==> src/rtl/countdown_timer_if.sv <==
// Control/status bundle for countdown_timer: the master issues start/hold/abort
// requests, the slave (the timer) returns the registered count and state flags.
interface countdown_timer_if #(
  parameter int WIDTH = 6
);
  logic             start;
  logic [WIDTH-1:0] load_val;
  logic             hold;
  logic             abort;
  logic [WIDTH-1:0] count;
  logic             busy;
  logic             done;

  modport master (
    output start, load_val, hold, abort,
    input  count, busy, done
  );

  modport slave (
    input  start, load_val, hold, abort,
    output count, busy, done
  );
endinterface

==> src/rtl/countdown_timer.sv <==
// Loadable down-counter with hold and abort: IDLE -> RUN (N cycles) -> one-cycle DONE.
// busy/done are pure state decodes; count is a register that never wraps below zero.
module countdown_timer #(
  parameter int WIDTH = 6
) (
  input  logic               clk,
  input  logic               rst,
  countdown_timer_if.slave   bus
);

  typedef enum logic [1:0] {
    IDLE = 2'd0,
    RUN  = 2'd1,
    DONE = 2'd2
  } state_t;

  localparam logic [WIDTH-1:0] ONE = WIDTH'(1);

  state_t           state_q, state_d;
  logic [WIDTH-1:0] count_q, count_d;
  logic             load_zero;

  assign load_zero = (bus.load_val == '0);

  // NOTE: state registers use non-blocking assignments so every flop samples
  // the pre-edge values; the async reset clears them without waiting for clk.
  always_ff @(posedge clk or negedge rst) begin
    if (!rst) begin
      state_q <= IDLE;
      count_q <= '0;
    end else begin
      state_q <= state_d;
      count_q <= count_d;
    end
  end

  // NOTE: next-state values default to "hold" before any branch, so no path
  // leaves a combinational output unassigned (no inferred latch).
  always_comb begin
    state_d = state_q;
    count_d = count_q;

    if (bus.abort) begin
      state_d = IDLE;
      count_d = '0;
    end else begin
      case (state_q)
        // DONE accepts a new start exactly like IDLE, giving back-to-back runs.
        IDLE, DONE: begin
          if (bus.start) begin
            if (load_zero) begin
              state_d = DONE;
              count_d = '0;
            end else begin
              state_d = RUN;
              count_d = bus.load_val;
            end
          end else if (state_q == DONE) begin
            state_d = IDLE;
          end
        end

        RUN: begin
          if (!bus.hold) begin
            if (count_q > ONE) begin
              count_d = count_q - ONE;
            end else begin
              state_d = DONE;
              count_d = '0;
            end
          end
        end

        default: begin
          state_d = IDLE;
          count_d = '0;
        end
      endcase
    end
  end

  assign bus.count = count_q;
  assign bus.busy  = (state_q == RUN);
  assign bus.done  = (state_q == DONE);

  // Structural invariants of the state/count pairing.
  a_busy_done_excl: assert property (@(posedge clk) disable iff (!rst)
    !(bus.busy && bus.done));

  a_run_nonzero: assert property (@(posedge clk) disable iff (!rst)
    (state_q == RUN) |-> (count_q != '0));

  a_done_zero: assert property (@(posedge clk) disable iff (!rst)
    (state_q == DONE) |-> (count_q == '0));

  a_no_count_up: assert property (@(posedge clk) disable iff (!rst)
    (state_q == RUN) |=> (count_q <= $past(count_q)));

endmodule
==> src/flat_wrapper.sv <==
// flat-port wrapper written by rule: the top's interface ports become plain ports
module countdown_timer_flat 
#(
  parameter int WIDTH = 6
)
  (clk, rst, bus_start, bus_load_val, bus_hold, bus_abort, bus_count, bus_busy, bus_done);
  countdown_timer_if #(.WIDTH(WIDTH)) bus_i ();
  input  logic clk;
  input  logic rst;
  input wire logic [$bits(bus_i.start)-1:0] bus_start;
  input wire logic [$bits(bus_i.load_val)-1:0] bus_load_val;
  input wire logic [$bits(bus_i.hold)-1:0] bus_hold;
  input wire logic [$bits(bus_i.abort)-1:0] bus_abort;
  output wire logic [$bits(bus_i.count)-1:0] bus_count;
  output wire logic [$bits(bus_i.busy)-1:0] bus_busy;
  output wire logic [$bits(bus_i.done)-1:0] bus_done;
  assign bus_i.start = bus_start;
  assign bus_i.load_val = bus_load_val;
  assign bus_i.hold = bus_hold;
  assign bus_i.abort = bus_abort;
  assign bus_count = bus_i.count;
  assign bus_busy = bus_i.busy;
  assign bus_done = bus_i.done;
  countdown_timer #(.WIDTH(WIDTH)) u_core (.clk(clk), .rst(rst), .bus(bus_i));
endmodule
==> config.mk <==
export PLATFORM = sky130hd
export DESIGN_NAME = countdown_timer_flat
export DESIGN_NICKNAME = d
export VERILOG_FILES = /design/src/rtl/countdown_timer_if.sv /design/src/rtl/countdown_timer.sv /design/src/flat_wrapper.sv
export SDC_FILE = /design/constraint.sdc
export NUM_CORES = 1
export LEC_CHECK = 0
export CAP_MARGIN = 5
export CORE_AREA = 2 2 39 41
export DETAILED_ROUTE_END_ITERATION = 7
export DIE_AREA = 0 0 41 43
export PLACE_DENSITY = 0.83
export SLEW_MARGIN = 20
export SYNTH_ARGS = -nofsm -noshare
export SYNTH_HDL_FRONTEND = slang
export SYNTH_SLANG_ARGS = --single-unit
==> constraint.sdc <==
create_clock -name clk -period 3.3 [get_ports clk]
set_input_delay 0.66 -clock clk [delete_from_list [all_inputs] [get_ports clk]]
set_output_delay 0.66 -clock clk [all_outputs]
set_load 0.05 [all_outputs]
==> results.cfg, run 1 <==
[layout]
final_core_utilization = 0.565
multi_input_area_sq_um = 340
drive_gt1_frac = 0.0741
seqCellArea_sq_um = 200
layout.nets = 96
fin_area_sq_um = 782
diodes = 0
fillers = 139
area_growth_pct = 38.6

[synthesis]
yosysTopAreaCell = dfrtp_1
yosysSeqAreaShare = 0.355
ys_ff_latch = 8
synth_area_leaders = dfrtp_1 35%, ha_1 4.4%, a21o_1 4.0%
synth.top_cell.area_share = 0.355
yosysMostFrequentCell = dfrtp_1
synth_edf_count = 0
yosys_warnings = 0
avgSynthCellArea_sq_um = 9.25
synthCells = 61
syn-num-nets = 74
async_flop_share = 1.00
synth_commonest_cells = 8 x dfrtp_1, 6 x nor2_1, 5 x inv_1
synth.cell_area_sq_um = 564
synthDistinctLibCells = 26
ys.flop_type = dfrtp_1

[clocking]
ctsHoldBuffers = 0
cts_setup_buffers = 0
cts_root_buf = clkbuf_4
clk_path_buf_depth = 2
cts_resized = 0
cts_buffers = 3
clk_pin_slew_worst_paths_ps = 50
cts_tree = yes
clock_latency_ps = 260
clock_sinks = 8
cts_max_level = 1

[critical_path]
startpoint_type = register
cp_max_fo = 10
arrival_ps = 1820
critPathCaptureType = output pin
cp.required_ps = 2640
setup.worst_path.class = register to output pin

[grt]
grt_max_degree = 11
grt_pass1_wl_mm = 2.23
track_usage = 0.186
grt.overflow.total = 0
grt_pass1_vias = 548
antenna_found_initial = 0

[power]
peakVddDrop_uv = 212
powerDensity_nw_per_um2 = 514
p_leak_nw = 0.324

[floorplanning]
coreArea_sq_um = 1380
rows = 14
die_h_microns = 43
start_util = 0.408
die_w_microns = 41
ios = 19
dieArea_sq_um = 1760

[place]
gp_congestion = 0.799
dp_hpwl_mm = 1.11
placed_area_sq_um = 759
port_buffers = 18

[routing]
vias = 570
dr_wl_met3_microns = 97
wl_per_cell_microns = 14.2
firstDrtPassIters = 4
antenna_left = 0
wl_mm = 1.37
met1Wirelength_microns = 564
wl_met2_microns = 677
viasPerCell = 5.88
highest_layer = met4
drc = 0
dr.first_iter.drc_count = 6

[timing]
hold_viol = 0
max_freq_mhz = 404
final.setup_skew_ps = 1.48
worst-slew-pin-transition_ps = 562
post-route-period-util = 0.751
slew_violations = 0
maxSlewHeadroom = 0.623
whs_ps = 574
min_period_ps = 2480
rsz0062_at_grt = false
setup_violations = 0
setup_tns_ps = 0

[run_status]
status = completed

[hold_path]
hold_path_class = register to register

[job]
maxCapViolCount = 0
## power by group
group	leakage [nW]	switching (mW)	total, mW	internal [mW]
registers	0.106	0.0220	0.133	0.111
clock network	0.0138	0.0342	0.0759	0.0417
logic	0.204	0.112	0.193	0.0810
## area by class of cell
type                    instances  share of cell area
clock buffers                   3              0.0288
inverters                       5              0.0240
multi-input cells              47               0.435
flip-flops and latches          8               0.256
well taps                      16              0.0256
repair buffers                 18               0.230
## registers in the layout, indices dropped and copies added, names as in the netlist
| name | cells |
|---|---|
| u_core.bus.count | 6 |
| u_core.state_q | 2 |
## worst paths after layout
check | from | to | slack, ps | cells past startpoint
setup / recovery | u_core.state_q[0] | bus_busy | 820 | 3
hold / removal | u_core.bus.count[3] | u_core.bus.count[3] | 570 | 1
setup reg to reg | u_core.bus.count[4] | u_core.bus.count[4] | 1560 | 4
hold reg to reg | u_core.bus.count[3] | u_core.bus.count[3] | 570 | 1
max in group asynchronous | rst | u_core.bus.count[2] | 2350 | 1
min in group asynchronous | rst | u_core.state_q[1] | 680 | 1
## placed cells by master, fill, tap and decap left out, types with 2 or more instances in the layout
cell / netlist / routed
a221o_1: 2 / 2
dfrtp_1: 8 / 8
nor3_1: 3 / 3
a21o_1: 3 / 3
a22oi_1: 2 / 2
xnor2_1: 2 / 2
o211ai_1: 2 / 2
clkdlybuf4s50_1: 0 / 18
clkbuf_4: 0 / 3
nor3b_1: 3 / 3
ha_1: 2 / 2
o21ai_0: 3 / 3
inv_1: 5 / 5
nor2b_1: 3 / 3
nand2b_1: 3 / 3
nor2_1: 6 / 6
a21oi_1: 3 / 3
## critical path, cell delays in order, from the launching register on
cell,delay (ps)
dfrtp_1,490
nand2b_1,140
inv_1,120
clkdlybuf4s50_1,810
## stage by stage
| stage | std cells | setup slack, ps | total power [mW] |
|---|---|---|---|
| 4_1_cts | 97 | 808 | 0.404 |
| 3_5_place_dp | 94 | 1070 | 0.327 |
| 6_report | 97 | 822 | 0.402 |
| 2_1_floorplan | 61 | 1420 | 0.266 |
| 3_3_place_gp | 94 | 1120 | 0.323 |
| 5_1_grt | 97 | 748 | 0.429 |
## kinds of logic after synthesis
group / synth area share
AOI/OAI and AO/OA: 0.279
xor gates and xnor gates: 0.0310
adders and majority gates: 0.0443
buffers and inverters: 0.0421
DFF: 0.355
and+or+nand+nor: 0.248
## metal layers
metal / up-vias / track usage
met2: 28 / 0.297
li1: 268 / -
met1: 270 / 0.228
met5: - / 0
met3: 4 / 0.0157
met4: 0 / 0.113
(Power assumes the default switching activity.)
==> run 2, diff against run 1 <==
--- a/config.mk
+++ b/config.mk
@@ -6,10 +6,9 @@
 export NUM_CORES = 1
 export LEC_CHECK = 0
 export CAP_MARGIN = 5
-export CORE_AREA = 2 2 39 41
+export CORE_UTILIZATION = 43
 export DETAILED_ROUTE_END_ITERATION = 7
-export DIE_AREA = 0 0 41 43
-export PLACE_DENSITY = 0.83
+export PLACE_DENSITY = 0.84
 export SLEW_MARGIN = 20
 export SYNTH_ARGS = -nofsm -noshare
 export SYNTH_HDL_FRONTEND = slang
==> constraint.sdc (replaced) <==
create_clock -name clk -period 2.4 [get_ports clk]
set_input_delay 0.48 -clock clk [delete_from_list [all_inputs] [get_ports clk]]
set_output_delay 0.48 -clock clk [all_outputs]
set_load 0.05 [all_outputs]
==> run 2 against run 1 <==
Effect of this change: clock power increased by 44%; total power increased by 39%; worst hold slack got worse by 56 ps; critical path type unchanged; largest power group unchanged; highest routed layer unchanged.
==> results.cfg, run 2 (synthesized netlist as in run 1, its figures left out) <==
[run_status]
status = completed

[timing]
post-route-period-util = 0.895
slew_violations = 0
min_period_ps = 2150
max_freq_mhz = 465
setup_tns_ps = 0
maxSlewHeadroom = 0.635
rsz0062_at_grt = false
finalWorstSetupSlack_ps = 251
setup_violations = 0
whs_ps = 518
final.setup_skew_ps = 2.87
worst-slew-pin-transition_ps = 544
hold_viol = 0

[clocking]
ctsHoldBuffers = 0
clk_pin_slew_worst_paths_ps = 60
cts_max_level = 1
cts_tree = yes
clock_latency_ps = 260
cts_buffers = 3
cts_root_buf = clkbuf_4
clock_sinks = 8
clk_path_buf_depth = 2

[critical_path]
reg2regPathDepth = 4
arrival_ps = 1670
setup.worst_path.class = register to output pin
startpoint_type = register
cp_num_cells = 2
cp_max_fo = 10
path_buf_inv = 1
cpMaxStageDelayCell = clkdlybuf4s50_1
critPathCaptureType = output pin
cp.required_ps = 1920
critical-path-max-stage-delay_ps = 800
crit_family = buffers and inverters
crit_path_cell_trace = nor2b_1 > clkdlybuf4s50_1

[routing]
dr.first_iter.drc_count = 17
drc = 0
vias = 567
wl_mm = 1.45
antenna_left = 0
wl_per_cell_microns = 15.2
viasPerCell = 5.97
firstDrtPassIters = 4

[layout]
diodes = 0
largest_reg_flops = 6
final_cells = 95
drive_gt1_frac = 0.0741
area_growth_pct = 38.6
final_common_cell = clkdlybuf4s50_1
multi_input_area_sq_um = 340
seqCellArea_sq_um = 200
mostFrequentLayoutCells = 17 x clkdlybuf4s50_1, 8 x dfrtp_1, 6 x nor2_1
fillers = 99
final_core_utilization = 0.676
fin_area_sq_um = 782
layout.nets = 96

[floorplanning]
dieArea_sq_um = 1460
rows = 12
ios = 19
die_w_microns = 38.2
die_h_microns = 38.2
coreArea_sq_um = 1160
start_util = 0.488

[place]
place_ws_ps = 353
placed_area_sq_um = 757
gp_congestion = 0.892
dp_hpwl_mm = 1.09
place_inst = 92
port_buffers = 18

[hold_path]
hold_path_class = primary input to async pin

[power]
p_total_uw = 560
p_leak_nw = 0.338
powerDensity_nw_per_um2 = 715
peakVddDrop_uv = 452

[job]
maxCapViolCount = 0

[grt]
grt_pass1_vias = 481
grt_max_degree = 11
track_usage = 0.252
grt.overflow.total = 0
antenna_found_initial = 0
grt_pass1_wl_mm = 2.31
==> run 2: cell count changes in the layout (fill, tap and decap cells not counted), sizes merged <==
cell           delta
clkdlybuf4s50     -1
dlymetal6s2s      +1
==> run 2: report_power, final <==
group	switching (mW)	total (mW)	internal (mW)
sequential	0.0291	0.182	0.153
combinational	0.157	0.268	0.111
clock	0.0515	0.109	0.0576
==> run 2: timing repair <==
item | in CTS | in global routing
endpoints found under the setup margin | 0 | 1
gates resized for setup | 0 | 1
buffers inserted | 0 | 0
==> run 2: layer usage <==
layer  vias up  share of wire  global-route usage
li1        274              -                   -
met1       267           0.49               0.332
met2        22           0.44               0.356
met3         4          0.057              0.0872
met4         0          0.016               0.134
met5         -              0                   0
==> run 2: worst register-to-register path, stage by stage, from the launching register on <==
cell and delay (ps):
dfrtp_1 420, or4_4 600, o211ai_4 260, nor2_1 80, a221o_1 260
==> run 2: path summary, 6_finish.rpt <==
check	start	slack, ps	end
setup reg to reg	u_core.bus.count[4]	660	u_core.bus.count[4]
min in group clk	u_core.bus.count[3]	580	u_core.bus.count[3]
max in group asynchronous	rst	1590	u_core.bus.count[4]
hold reg to reg	u_core.bus.count[3]	580	u_core.bus.count[3]
setup / recovery	u_core.state_q[0]	250	bus_done
hold / removal	rst	520	u_core.bus.count[1]
==> run 2: final cells by class <==
type / instances / area share
Clock buffer: 3 / 0.0288
Inverter: 5 / 0.0240
Multi-Input combinational cell: 47 / 0.435
Sequential cell: 8 / 0.256
Tap cell: 14 / 0.0224
Timing Repair Buffer: 18 / 0.234
